===== config.mk =====
export PLATFORM = sky130hd
export DESIGN_NAME = uart_tx_fifo
export DESIGN_NICKNAME = d
export VERILOG_FILES = /design/src/rtl/uart_pkg.sv /design/src/rtl/uart_byte_fifo.sv /design/src/rtl/uart_tx_fifo.sv
export SDC_FILE = /design/constraint.sdc
export NUM_CORES = 1
export LEC_CHECK = 0
export ABC_AREA = 1
export CAP_MARGIN = 15
export CORE_MARGIN = 1
export CORE_UTILIZATION = 35
export CTS_CLUSTER_DIAMETER = 60
export DETAILED_ROUTE_END_ITERATION = 10
export PLACE_DENSITY = 0.6
export SETUP_SLACK_MARGIN = 0.2
export SLEW_MARGIN = 20
export SYNTH_ARGS = -nofsm -noshare
export SYNTH_HDL_FRONTEND = slang
export SYNTH_SLANG_ARGS = --single-unit

===== constraint.sdc =====
create_clock -name i_Clock -period 1.7 [get_ports i_Clock]
set_input_delay 0.255 -clock i_Clock [delete_from_list [all_inputs] [get_ports i_Clock]]
set_output_delay 0.255 -clock i_Clock [all_outputs]
set_load 0.03 [all_outputs]

===== src/rtl/uart_pkg.sv =====
// Shared constants, TX state encoding and frame-length helper for the buffered UART transmitter.
package uart_pkg;

    localparam int unsigned PARITY_NONE = 0;
    localparam int unsigned PARITY_ODD  = 1;
    localparam int unsigned PARITY_EVEN = 2;

    typedef enum logic [2:0] {
        TX_IDLE   = 3'd0,
        TX_START  = 3'd1,
        TX_DATA   = 3'd2,
        TX_PARITY = 3'd3,
        TX_STOP   = 3'd4
    } tx_state_e;

    // Clock cycles from the first start-bit cycle to the last stop-bit cycle.
    function automatic int unsigned frame_cycles(input int unsigned cpb, input int unsigned data_bits,
                                                 input int unsigned parity, input int unsigned stop_bits);
        int unsigned par_bits;
        par_bits = (parity != PARITY_NONE) ? 32'd1 : 32'd0;
        return (32'd1 + data_bits + par_bits + stop_bits) * cpb;
    endfunction

endpackage


===== src/rtl/uart_byte_fifo.sv =====
// Synchronous DEPTH x DATA_BITS FIFO with registered count/empty/full flags.
module uart_byte_fifo #(
    parameter int unsigned DATA_BITS = 8,
    parameter int unsigned DEPTH     = 4,
    localparam int unsigned CNT_W    = $clog2(DEPTH + 1),
    localparam int unsigned PTR_W    = $clog2(DEPTH)
) (
    input  logic                 clk,
    input  logic                 rst_n,
    input  logic                 wr_en,
    input  logic                 rd_en,
    input  logic [DATA_BITS-1:0] wr_data,
    output logic [DATA_BITS-1:0] rd_data_c,
    output logic [CNT_W-1:0]     count,
    output logic                 empty,
    output logic                 full,
    output logic                 drop_c
);

    logic [DATA_BITS-1:0] mem [DEPTH];
    logic [PTR_W-1:0]     wr_ptr;
    logic [PTR_W-1:0]     rd_ptr;
    logic [CNT_W-1:0]     count_next;
    logic                 push_c;
    logic                 pop_c;

    // A full FIFO still accepts a write when the head leaves in the same cycle.
    assign pop_c     = rd_en && !empty;
    assign push_c    = wr_en && (!full || pop_c);
    assign drop_c    = wr_en && full && !pop_c;
    assign rd_data_c = mem[rd_ptr];

    always_comb begin
        count_next = count;
        if (push_c && !pop_c) begin
            count_next = count + CNT_W'(1);
        end else if (!push_c && pop_c) begin
            count_next = count - CNT_W'(1);
        end
    end

    always_ff @(posedge clk or negedge rst_n) begin
        if (!rst_n) begin
            wr_ptr <= '0;
            rd_ptr <= '0;
            count  <= '0;
            empty  <= 1'b1;
            full   <= 1'b0;
        end else begin
            if (push_c) begin
                wr_ptr <= wr_ptr + PTR_W'(1);
            end
            if (pop_c) begin
                rd_ptr <= rd_ptr + PTR_W'(1);
            end
            count <= count_next;
            empty <= (count_next == CNT_W'(0));
            full  <= (count_next == CNT_W'(DEPTH));
        end
    end

    always_ff @(posedge clk) begin
        if (push_c) begin
            mem[wr_ptr] <= wr_data;
        end
    end

endmodule


===== src/rtl/uart_tx_fifo.sv =====
// Buffered UART transmitter: queues written bytes and serialises them back-to-back
// with configurable data width, parity and stop bits.
module uart_tx_fifo
    import uart_pkg::*;
#(
    parameter int unsigned CLKS_PER_BIT = 217,
    parameter int unsigned DATA_BITS    = 8,
    parameter int unsigned PARITY       = 0,
    parameter int unsigned STOP_BITS    = 1,
    parameter int unsigned DEPTH        = 4,
    localparam int unsigned CNT_W       = $clog2(DEPTH + 1)
) (
    input  logic                 i_Clock,
    input  logic                 i_Rst_L,
    input  logic                 i_Wr_DV,
    input  logic [DATA_BITS-1:0] i_Wr_Byte,
    input  logic                 i_Clr_Ovf,
    output logic [CNT_W-1:0]     o_Count,
    output logic                 o_Empty,
    output logic                 o_Full,
    output logic                 o_Overflow,
    output logic                 o_TX_Serial,
    output logic                 o_TX_Active,
    output logic                 o_TX_Done,
    output logic [DATA_BITS-1:0] o_Last_Byte
);

    localparam int unsigned CLK_W = $clog2(CLKS_PER_BIT);
    localparam int unsigned BIT_W = $clog2(DATA_BITS);

    tx_state_e            state, state_next;
    logic [CLK_W-1:0]     clk_cnt, clk_cnt_next;
    logic [BIT_W-1:0]     bit_idx, bit_idx_next;
    logic                 stop_idx, stop_idx_next;
    logic [DATA_BITS-1:0] shreg, shreg_next;
    logic                 parity_bit, parity_bit_next;
    logic                 serial_next;
    logic                 active_next;
    logic                 done_next;
    logic [DATA_BITS-1:0] last_next;
    logic [DATA_BITS-1:0] head_c;
    logic                 pop_c;
    logic                 drop_c;
    logic                 bit_end_c;

    uart_byte_fifo #(
        .DATA_BITS (DATA_BITS),
        .DEPTH     (DEPTH)
    ) u_fifo (
        .clk       (i_Clock),
        .rst_n     (i_Rst_L),
        .wr_en     (i_Wr_DV),
        .rd_en     (pop_c),
        .wr_data   (i_Wr_Byte),
        .rd_data_c (head_c),
        .count     (o_Count),
        .empty     (o_Empty),
        .full      (o_Full),
        .drop_c    (drop_c)
    );

    assign bit_end_c = (clk_cnt == CLK_W'(CLKS_PER_BIT - 1));

    // Sticky drop flag; a drop in the same cycle as a clear keeps it set.
    always_ff @(posedge i_Clock or negedge i_Rst_L) begin
        if (!i_Rst_L) begin
            o_Overflow <= 1'b0;
        end else if (drop_c) begin
            o_Overflow <= 1'b1;
        end else if (i_Clr_Ovf) begin
            o_Overflow <= 1'b0;
        end
    end

    always_ff @(posedge i_Clock or negedge i_Rst_L) begin
        if (!i_Rst_L) begin
            state       <= TX_IDLE;
            clk_cnt     <= '0;
            bit_idx     <= '0;
            stop_idx    <= 1'b0;
            shreg       <= '0;
            parity_bit  <= 1'b0;
            o_TX_Serial <= 1'b1;
            o_TX_Active <= 1'b0;
            o_TX_Done   <= 1'b0;
            o_Last_Byte <= '0;
        end else begin
            state       <= state_next;
            clk_cnt     <= clk_cnt_next;
            bit_idx     <= bit_idx_next;
            stop_idx    <= stop_idx_next;
            shreg       <= shreg_next;
            parity_bit  <= parity_bit_next;
            o_TX_Serial <= serial_next;
            o_TX_Active <= active_next;
            o_TX_Done   <= done_next;
            o_Last_Byte <= last_next;
        end
    end

    // Line value is computed for the state being entered so the serial output stays registered.
    always_comb begin
        state_next      = state;
        clk_cnt_next    = clk_cnt;
        bit_idx_next    = bit_idx;
        stop_idx_next   = stop_idx;
        shreg_next      = shreg;
        parity_bit_next = parity_bit;
        serial_next     = o_TX_Serial;
        done_next       = 1'b0;
        last_next       = o_Last_Byte;
        pop_c           = 1'b0;

        if (state != TX_IDLE) begin
            clk_cnt_next = bit_end_c ? '0 : clk_cnt + CLK_W'(1);
        end

        case (state)
            TX_IDLE: begin
                serial_next = 1'b1;
                if (!o_Empty) begin
                    pop_c           = 1'b1;
                    last_next       = head_c;
                    shreg_next      = head_c;
                    parity_bit_next = (PARITY == PARITY_ODD) ? ~^head_c : ^head_c;
                    clk_cnt_next    = '0;
                    state_next      = TX_START;
                    serial_next     = 1'b0;
                end
            end
            TX_START: begin
                if (bit_end_c) begin
                    bit_idx_next = '0;
                    state_next   = TX_DATA;
                    serial_next  = shreg[0];
                end
            end
            TX_DATA: begin
                if (bit_end_c) begin
                    if (bit_idx == BIT_W'(DATA_BITS - 1)) begin
                        if (PARITY != PARITY_NONE) begin
                            state_next  = TX_PARITY;
                            serial_next = parity_bit;
                        end else begin
                            state_next    = TX_STOP;
                            stop_idx_next = 1'b0;
                            serial_next   = 1'b1;
                        end
                    end else begin
                        bit_idx_next = bit_idx + BIT_W'(1);
                        shreg_next   = shreg >> 1;
                        serial_next  = shreg[1];
                    end
                end
            end
            TX_PARITY: begin
                if (bit_end_c) begin
                    state_next    = TX_STOP;
                    stop_idx_next = 1'b0;
                    serial_next   = 1'b1;
                end
            end
            TX_STOP: begin
                if (bit_end_c) begin
                    if (stop_idx == 1'(STOP_BITS - 1)) begin
                        state_next  = TX_IDLE;
                        done_next   = 1'b1;
                        serial_next = 1'b1;
                    end else begin
                        stop_idx_next = stop_idx + 1'b1;
                    end
                end
            end
            default: begin
                state_next  = TX_IDLE;
                serial_next = 1'b1;
            end
        endcase

        active_next = (state_next != TX_IDLE);
    end

endmodule


==> run metrics, run 1 <==
final hold vios=0; core area=about 9300 um2; die width=101 um; Worst-Skew Late Latency=approximately 0.34 ns; minimum clock period after layout=about 1.5 ns; final setup margin=0.164 ns; H-tree depth=3; # port buffers=28; Critical Path Start Type=flop; critical path data required time=1.93 ns; cell count after synthesis=~360; GRT Residual Overflow=0; CP max-delay cell=dfrtp_1; gr usage total=between 10% and 20%; global placer's final weighted congestion=about 0.81; ant diodes=0; clock root buffer=clkbuf_8; vias in the first global route=between 2000 and 2500; arrival time worst endpoint=around 1.8 ns; HPWL Detailed=4560 um; outcome=completed; antenna viol nets, final=0; initial antenna violation count=0; dpl ws=-0.00248 ns; layout cells sized above 1=between 20% and 30%; crit path cell chain=inv_1 -> ha_2 -> nand2_2 -> nor3_2 -> nand2_2 -> buf_6 -> nand3_2 -> nand2_2 -> nor2_2 -> nand3b_1; register area share after synthesis=between 60% and 70%; Via density=roughly 4.6; per-cell routed wire length=~12 um; CP Max Fanout=5; worst-margin pin slew=approximately 0.54 ns; Pleak=between 2 and 2.5 nW; Worst Hold Path EP=o_Overflow$_DFFE_PN0P_; PD cells=1030 nW/um2; Sink Count=75; share of the synthesized area in the top cell type=about 30%; Worst R2R End=o_TX_Active$_DFF_PN0_; Worst-path clk slew=around 0.09 ns; Synth Warn #=0; area grow syn2layout=29.6%; CTS tree=yes; largest cells by area after synthesis=dfrtp_1, edfxtp_1, nand2_1, inv_1, nand3_1; Synth Area per Inst=9.51 um2; first-pass GRT wire length=11600 um; final WL=roughly 6900 um; FF-to-FF setup slack=around 0.16 ns; TritonCTS buffer count=9; CTS max path bufs=2; Syn Nets=roughly 380; site row count=35; first-pass detailed-route iteration total=4; Hold Path Depth=2; max-cap violations=0; Initial Utilization=around 36%; largest net degree at the start of global routing=44; Setup CP Type=flop to flop; Worst VDD drop=0.000523 V; DR DRC count=0; Setup crit end kind=flop; RSZ-0062 raised after global routing=true; Total Nets Final=between 400 and 500; Netlist cell types=32; first-iteration detailed-routing DRC count=roughly 110; r2r worst-path depth=10; relative slew slack=64.2%; die area=roughly 10000 um2; setup violators final=0; r2r startpoint=clk_cnt[0]$_DFF_PN0_; Achievable Freq=around 0.65 GHz; Crit path top cell by count=nand2_2; Post-Syn Area=~3400 um2; Worst Clk Skew=about 0.0073 ns; area leader, netlist=dfrtp_1; Yosys reg bits=75; slowest stage delay, CP=around 0.40 ns; Final Cycle Share=90.3%; hold crit path type=input pin to flop; Vias=2564; worst hold start=i_Clr_Ovf; Ports=29; worst hold margin=~0.47 ns; Die Ht=between 100 and 150 um; Pins Over Slew Limit=0
-- cell usage in the layout (no fill, tap or decap), types with 4 or more instances in the layout --
cell / Yosys / final
dfrtp_1: 41 / 41
o21ai_1: 1 / 5
inv_1: 42 / 35
dlygate4sd2_1: 0 / 14
nand2_2: 2 / 17
inv_6: 0 / 6
o21ai_0: 24 / 18
xor2_1: 4 / 4
clkdlybuf4s50_1: 0 / 10
nor2_1: 27 / 21
nand2_1: 104 / 87
buf_4: 1 / 20
o22ai_1: 6 / 5
ha_1: 10 / 9
or2_2: 4 / 4
clkbuf_8: 0 / 9
edfxtp_1: 32 / 32
buf_6: 1 / 8
nor2_2: 1 / 5
clkinvlp_4: 0 / 4
nand3_1: 28 / 25
inv_2: 1 / 5
-- timing repair --
item / in CTS / in global routing
pin swaps: 5 / 10
endpoints found under the hold margin: 41 / 0
resized for setup: 31 / 56
cloned: 1 / 0
hold buffers: 1 / 0
setup buffers: 7 / 8
endpoints found under the setup margin: 67 / 61
-- per-layer routing --
metal	global-route usage, %	part of all wire [%]	vias to the layer above
met5	0	0	-
met4	5.24	0.74	0
met3	3.88	3.7	4
met2	25.3	52	54
met1	18.6	44	1222
li1	-	-	1284
-- cell usage after synthesis --
cell        n
ha_1       10
o32ai_1     1
dfrtp_1    41
inv_4       1
o21ai_0    24
nor2_2      1
inv_2       1
nand2_1   104
nor2_4      1
o21ai_4     1
buf_2       5
xor2_1      4
nor2_1     27
dfstp_2     2
or2_0       1
o22ai_1     6
o31ai_1     1
a21oi_1     2
o21ai_1     1
nand3b_1    1
inv_1      42
or2_2       4
edfxtp_1   32
clkinv_1    1
nor3_1      5
buf_4       1
xnor2_1     2
nand4_1     2
nand2_2     2
nand3_2     2
nand3_1    28
buf_6       1
-- metrics by stage --
stage | util (%) | power [mW] | setup TNS (ns) | instance area (um2) | instances
2_1_floorplan | - | 2.91 | 0 | 3410 | 357
3_3_place_gp | 42.0 | 3.29 | 0 | 3920 | 521
3_5_place_dp | 42.0 | 3.32 | -0.00306 | 3920 | 521
4_1_cts | 44.9 | 4.58 | 0 | 4190 | 546
5_1_grt | 47.2 | 4.84 | 0 | 4400 | 554
6_report | 47.2 | 4.55 | 0 | 4400 | 554
-- final cells by class --
| type | instances | area, um2 |
|---|---|---|
| Fill cell | 867 | 4930 |
| Sequential cell | 75 | 2040 |
| Tap cell | 129 | 161 |
| Timing Repair Buffer | 58 | 519 |
| Inverter | 45 | 185 |
| Clock inverter | 7 | 57.6 |
| Multi-Input combinational cell | 231 | 1320 |
| Clock buffer | 9 | 124 |
-- worst max-delay path by stage --
stage | from | endpoint
floorplan | state[1]$_DFF_PN0_ | u_fifo.mem[0][0]$_DFFE_PP_
global placement | clk_cnt[0]$_DFF_PN0_ | shreg[2]$_DFFE_PN0P_
detailed placement | i_Wr_DV | u_fifo.empty$_DFF_PN1_
CTS | u_fifo.empty$_DFF_PN1_ | o_Empty
global route | clk_cnt[0]$_DFF_PN0_ | o_TX_Active$_DFF_PN0_
finish | clk_cnt[0]$_DFF_PN0_ | o_TX_Active$_DFF_PN0_
-- cell families (layout without fill, tap and decap cells) --
kind of cell             after synthesis  after routing  synth area share [%]
AO/OA/AOI/OAI                         36             36                  6.04
buffers and inverters                 52            119                  6.34
AND/OR/NAND/NOR                      178            179                  22.3
adder cells (fa/ha/maj)               10             10                  3.68
XOR/XNOR                               6              6                  1.55
flip-flops                            75             75                  60.1
-- report_power, final --
group / total [mW] / switching [mW] / leakage [nW] / internal [mW]
clock: 1.27 / 0.724 / 0.0833 / 0.550
combinational: 1.02 / 0.643 / 1.11 / 0.374
sequential: 2.26 / 0.104 / 0.812 / 2.16
-- worst max-delay path, delay by kind of cell (launching register included) --
family	cells	cell delay (ns)
AND/OR/NAND/NOR	7	0.64
adder cells (fa/ha/maj)	1	0.17
flip-flops	1	0.40
buffers and inverters	2	0.22
-- state kept, by name, indices dropped and copies added (netlist names) --
name,cells
bit_idx,3
u_fifo.empty,1
clk_cnt,8
u_fifo.rd_ptr,2
o_Last_Byte,8
o_TX_Serial,1
u_fifo.wr_ptr,2
shreg,8
u_fifo.count,3
state,3
o_TX_Active,1
o_TX_Done,1
o_Overflow,1
u_fifo.mem,32
u_fifo.full,1
(Power assumes the default switching activity.)
==> run 2: changes to the inputs <==
--- a/config.mk
+++ b/config.mk
@@ -12,7 +12,6 @@
 export CTS_CLUSTER_DIAMETER = 60
 export DETAILED_ROUTE_END_ITERATION = 10
 export PLACE_DENSITY = 0.6
-export SETUP_SLACK_MARGIN = 0.2
 export SLEW_MARGIN = 20
 export SYNTH_ARGS = -nofsm -noshare
 export SYNTH_HDL_FRONTEND = slang
==> run 2 against run 1 <==
Net effect:
- non-clock buffer count is 9 lower
- critical path depth shrank 9
- global-route usage shrank 0.12 points
- register-to-register slack got worse by 0.06 ns
- cell count shrank 1.8%
- sequential power about the same
- critical endpoint is now o_Full
==> run metrics, run 2 (synthesized netlist as in run 1, its figures left out) <==
H-tree depth=3 (unchanged); relative slew slack=67.3% (+3.1 points); TritonCTS buffer count=9 (unchanged); setup TNS=0 ns (unchanged); layout cells sized above 1=13.7% (-11 points); Pint=3.32 mW (+7.8%); hold crit path type=input pin to async pin; initial antenna violation count=0 (unchanged); HPWL Detailed=4800 um (+5.2%); Worst VDD drop=0.000699 V (+34%); worst-margin pin slew=0.491 ns (-0.0463 ns); Design Power=4.70 mW (+3.2%); Via density=4.54 (-2.0%); Critical Path Start Type=flop; largest net degree at the start of global routing=25 (-43%); CTS max path bufs=2 (unchanged); core area=9330 um2 (unchanged); max reg flops=32 (unchanged); CTS tree=yes; first-iteration detailed-routing DRC count=128 (+12%); commonest cells after routing, fill and taps aside=nand2_1, inv_1, dfrtp_1; Setup CP Type=flop to output pin; first-pass detailed-route iteration total=6 (+2); Pins Over Slew Limit=0 (unchanged); Final Cycle Share=96.9% (+6.6 points); Achievable Freq=0.607 GHz (-6.8%); DR DRC count=0 (unchanged); Pleak=1.97 nW (-1.9%); CP Max Fanout=2 (-3); setup violators final=0 (unchanged); Sw Ratio=29.3% (-3.0 points); site row count=35 (unchanged); per-cell routed wire length=12.4 um (-0.46%); gr usage total=14.9% (-0.12 points); Clock Power Share=32.0% (+4.0 points); Vias=2468 (-3.7%); Total Nets Final=432 (-2.3%); PD cells=1120 nW/um2 (+8.1%); first-pass GRT wire length=11500 um (-0.66%); Worst-path clk slew=0.09 ns (about the same); minimum clock period after layout=1.65 ns (+0.111 ns); crit path cell chain=clkdlybuf4s50_1; Sink Count=75 (unchanged); ant diodes=0 (unchanged); Setup crit end kind=output pin; Most flops, register=u_fifo.mem; max-cap violations=0 (unchanged); GRT Residual Overflow=0 (unchanged); sequential share of power=48.3% (-1.4 points); RSZ-0062 raised after global routing=true; CP max-delay cell=clkdlybuf4s50_1; die area=10100 um2 (unchanged); global placer's final weighted congestion=0.822 (+1.3%); critical path data required time=1.44 ns (-0.49 ns); Worst Path Buf+Inv=1 (-1); outcome=completed; clock root buffer=clkbuf_8; slowest stage delay, CP=0.68 ns (+0.28 ns); Initial Utilization=36.4% (unchanged); r2r worst-path depth=9 (-1); CP top delay family=buffers and inverters; area grow syn2layout=23.8%; arrival time worst endpoint=1.39 ns (-0.37 ns); Worst Clk Skew=0.0156 ns (+0.00831 ns); vias in the first global route=2444 (+0.21%); final hold vios=0 (unchanged); antenna viol nets, final=0 (unchanged); Die Ht=101 um (unchanged); Ports=29 (unchanged); most common cell after layout, fill and taps aside=nand2_1; logic gate share of total power=19.6% (-2.7 points); Worst path depth=1 (-9); final WL=6720 um (-2.3%); die width=101 um (unchanged); Worst-Skew Late Latency=0.35 ns (about the same); P_sw=1.38 mW (-6.3%); # port buffers=28 (unchanged)
## run 2: cell types whose count changed in the layout (fill, tap and decap cells not counted), sizes merged, moves of 2 or more
cell,previous run,this run
buf,30,21
inv,47,45
clkdlybuf4s50,10,19
clkinvlp,4,2
dlygate4sd2,14,6
bufinv,0,2
dlymetal6s2s,0,2
## run 2: routing by layer
metal / vias up / global-route usage (%) / wire length, um
met2: 30 / 25.4 / 3290
met5: - / 0 / 0
li1: 1259 / - / -
met3: 8 / 4.65 / 195
met4: 0 / 4.01 / 72
met1: 1171 / 18.2 / 3160
## run 2: per-stage QoR
step	util (%)	area (um2)	setup WS, ns	instances	hold slack, ns
6_report	45.1	4200	0.0531	544	0.390
2_1_floorplan	-	3400	0.00114	357	-0.0406
4_1_cts	44.4	4140	0.00280	540	0.398
3_3_place_gp	42.0	3920	0.0841	523	0.252
3_5_place_dp	42.0	3920	0.0115	523	0.256
5_1_grt	45.1	4200	-0.0748	544	0.424
## run 2: power groups by stage
stage,logic (mW),registers [mW],clock network [mW]
6_report,0.923,2.27,1.51
5_1_grt,1.05,2.29,1.62
4_1_cts,0.947,2.27,1.56
3_5_place_dp,0.975,2.31,0
3_3_place_gp,0.957,2.31,0
2_1_floorplan,0.480,2.41,0
## run 2: timing repair
item	4_1_cts	5_1_grt
gates resized for setup	6	12
hold endpoints to repair	17	0
hold buffers	1	0
setup buffers	0	4
pin swaps	0	5
setup endpoints to repair	6	49
## run 2: worst paths after layout
check                                            from                endpoint  slack [ns]
worst max-delay path            u_fifo.full$_DFF_PN0_                  o_Full        0.05
worst min-delay path                          i_Rst_L     o_TX_Done$_DFF_PN0_        0.39
worst max register to register   clk_cnt[0]$_DFF_PN0_  bit_idx[0]$_DFFE_PN0P_        0.10
worst min register to register   shreg[3]$_DFFE_PN0P_    shreg[3]$_DFFE_PN0P_        0.48
max in group asynchronous                     i_Rst_L      state[0]$_DFF_PN0_        0.80
min in group i_Clock             shreg[3]$_DFFE_PN0P_    shreg[3]$_DFFE_PN0P_        0.48
## run 2: cell type report
type | count | area (um2)
clock inverter | 6 | 88.8
multi-input combinational | 230 | 1160
sequential | 75 | 2040
inverter | 45 | 174
clock buffer | 10 | 128
timing repair buffer | 49 | 445
fill | 900 | 5120
tap | 129 | 161
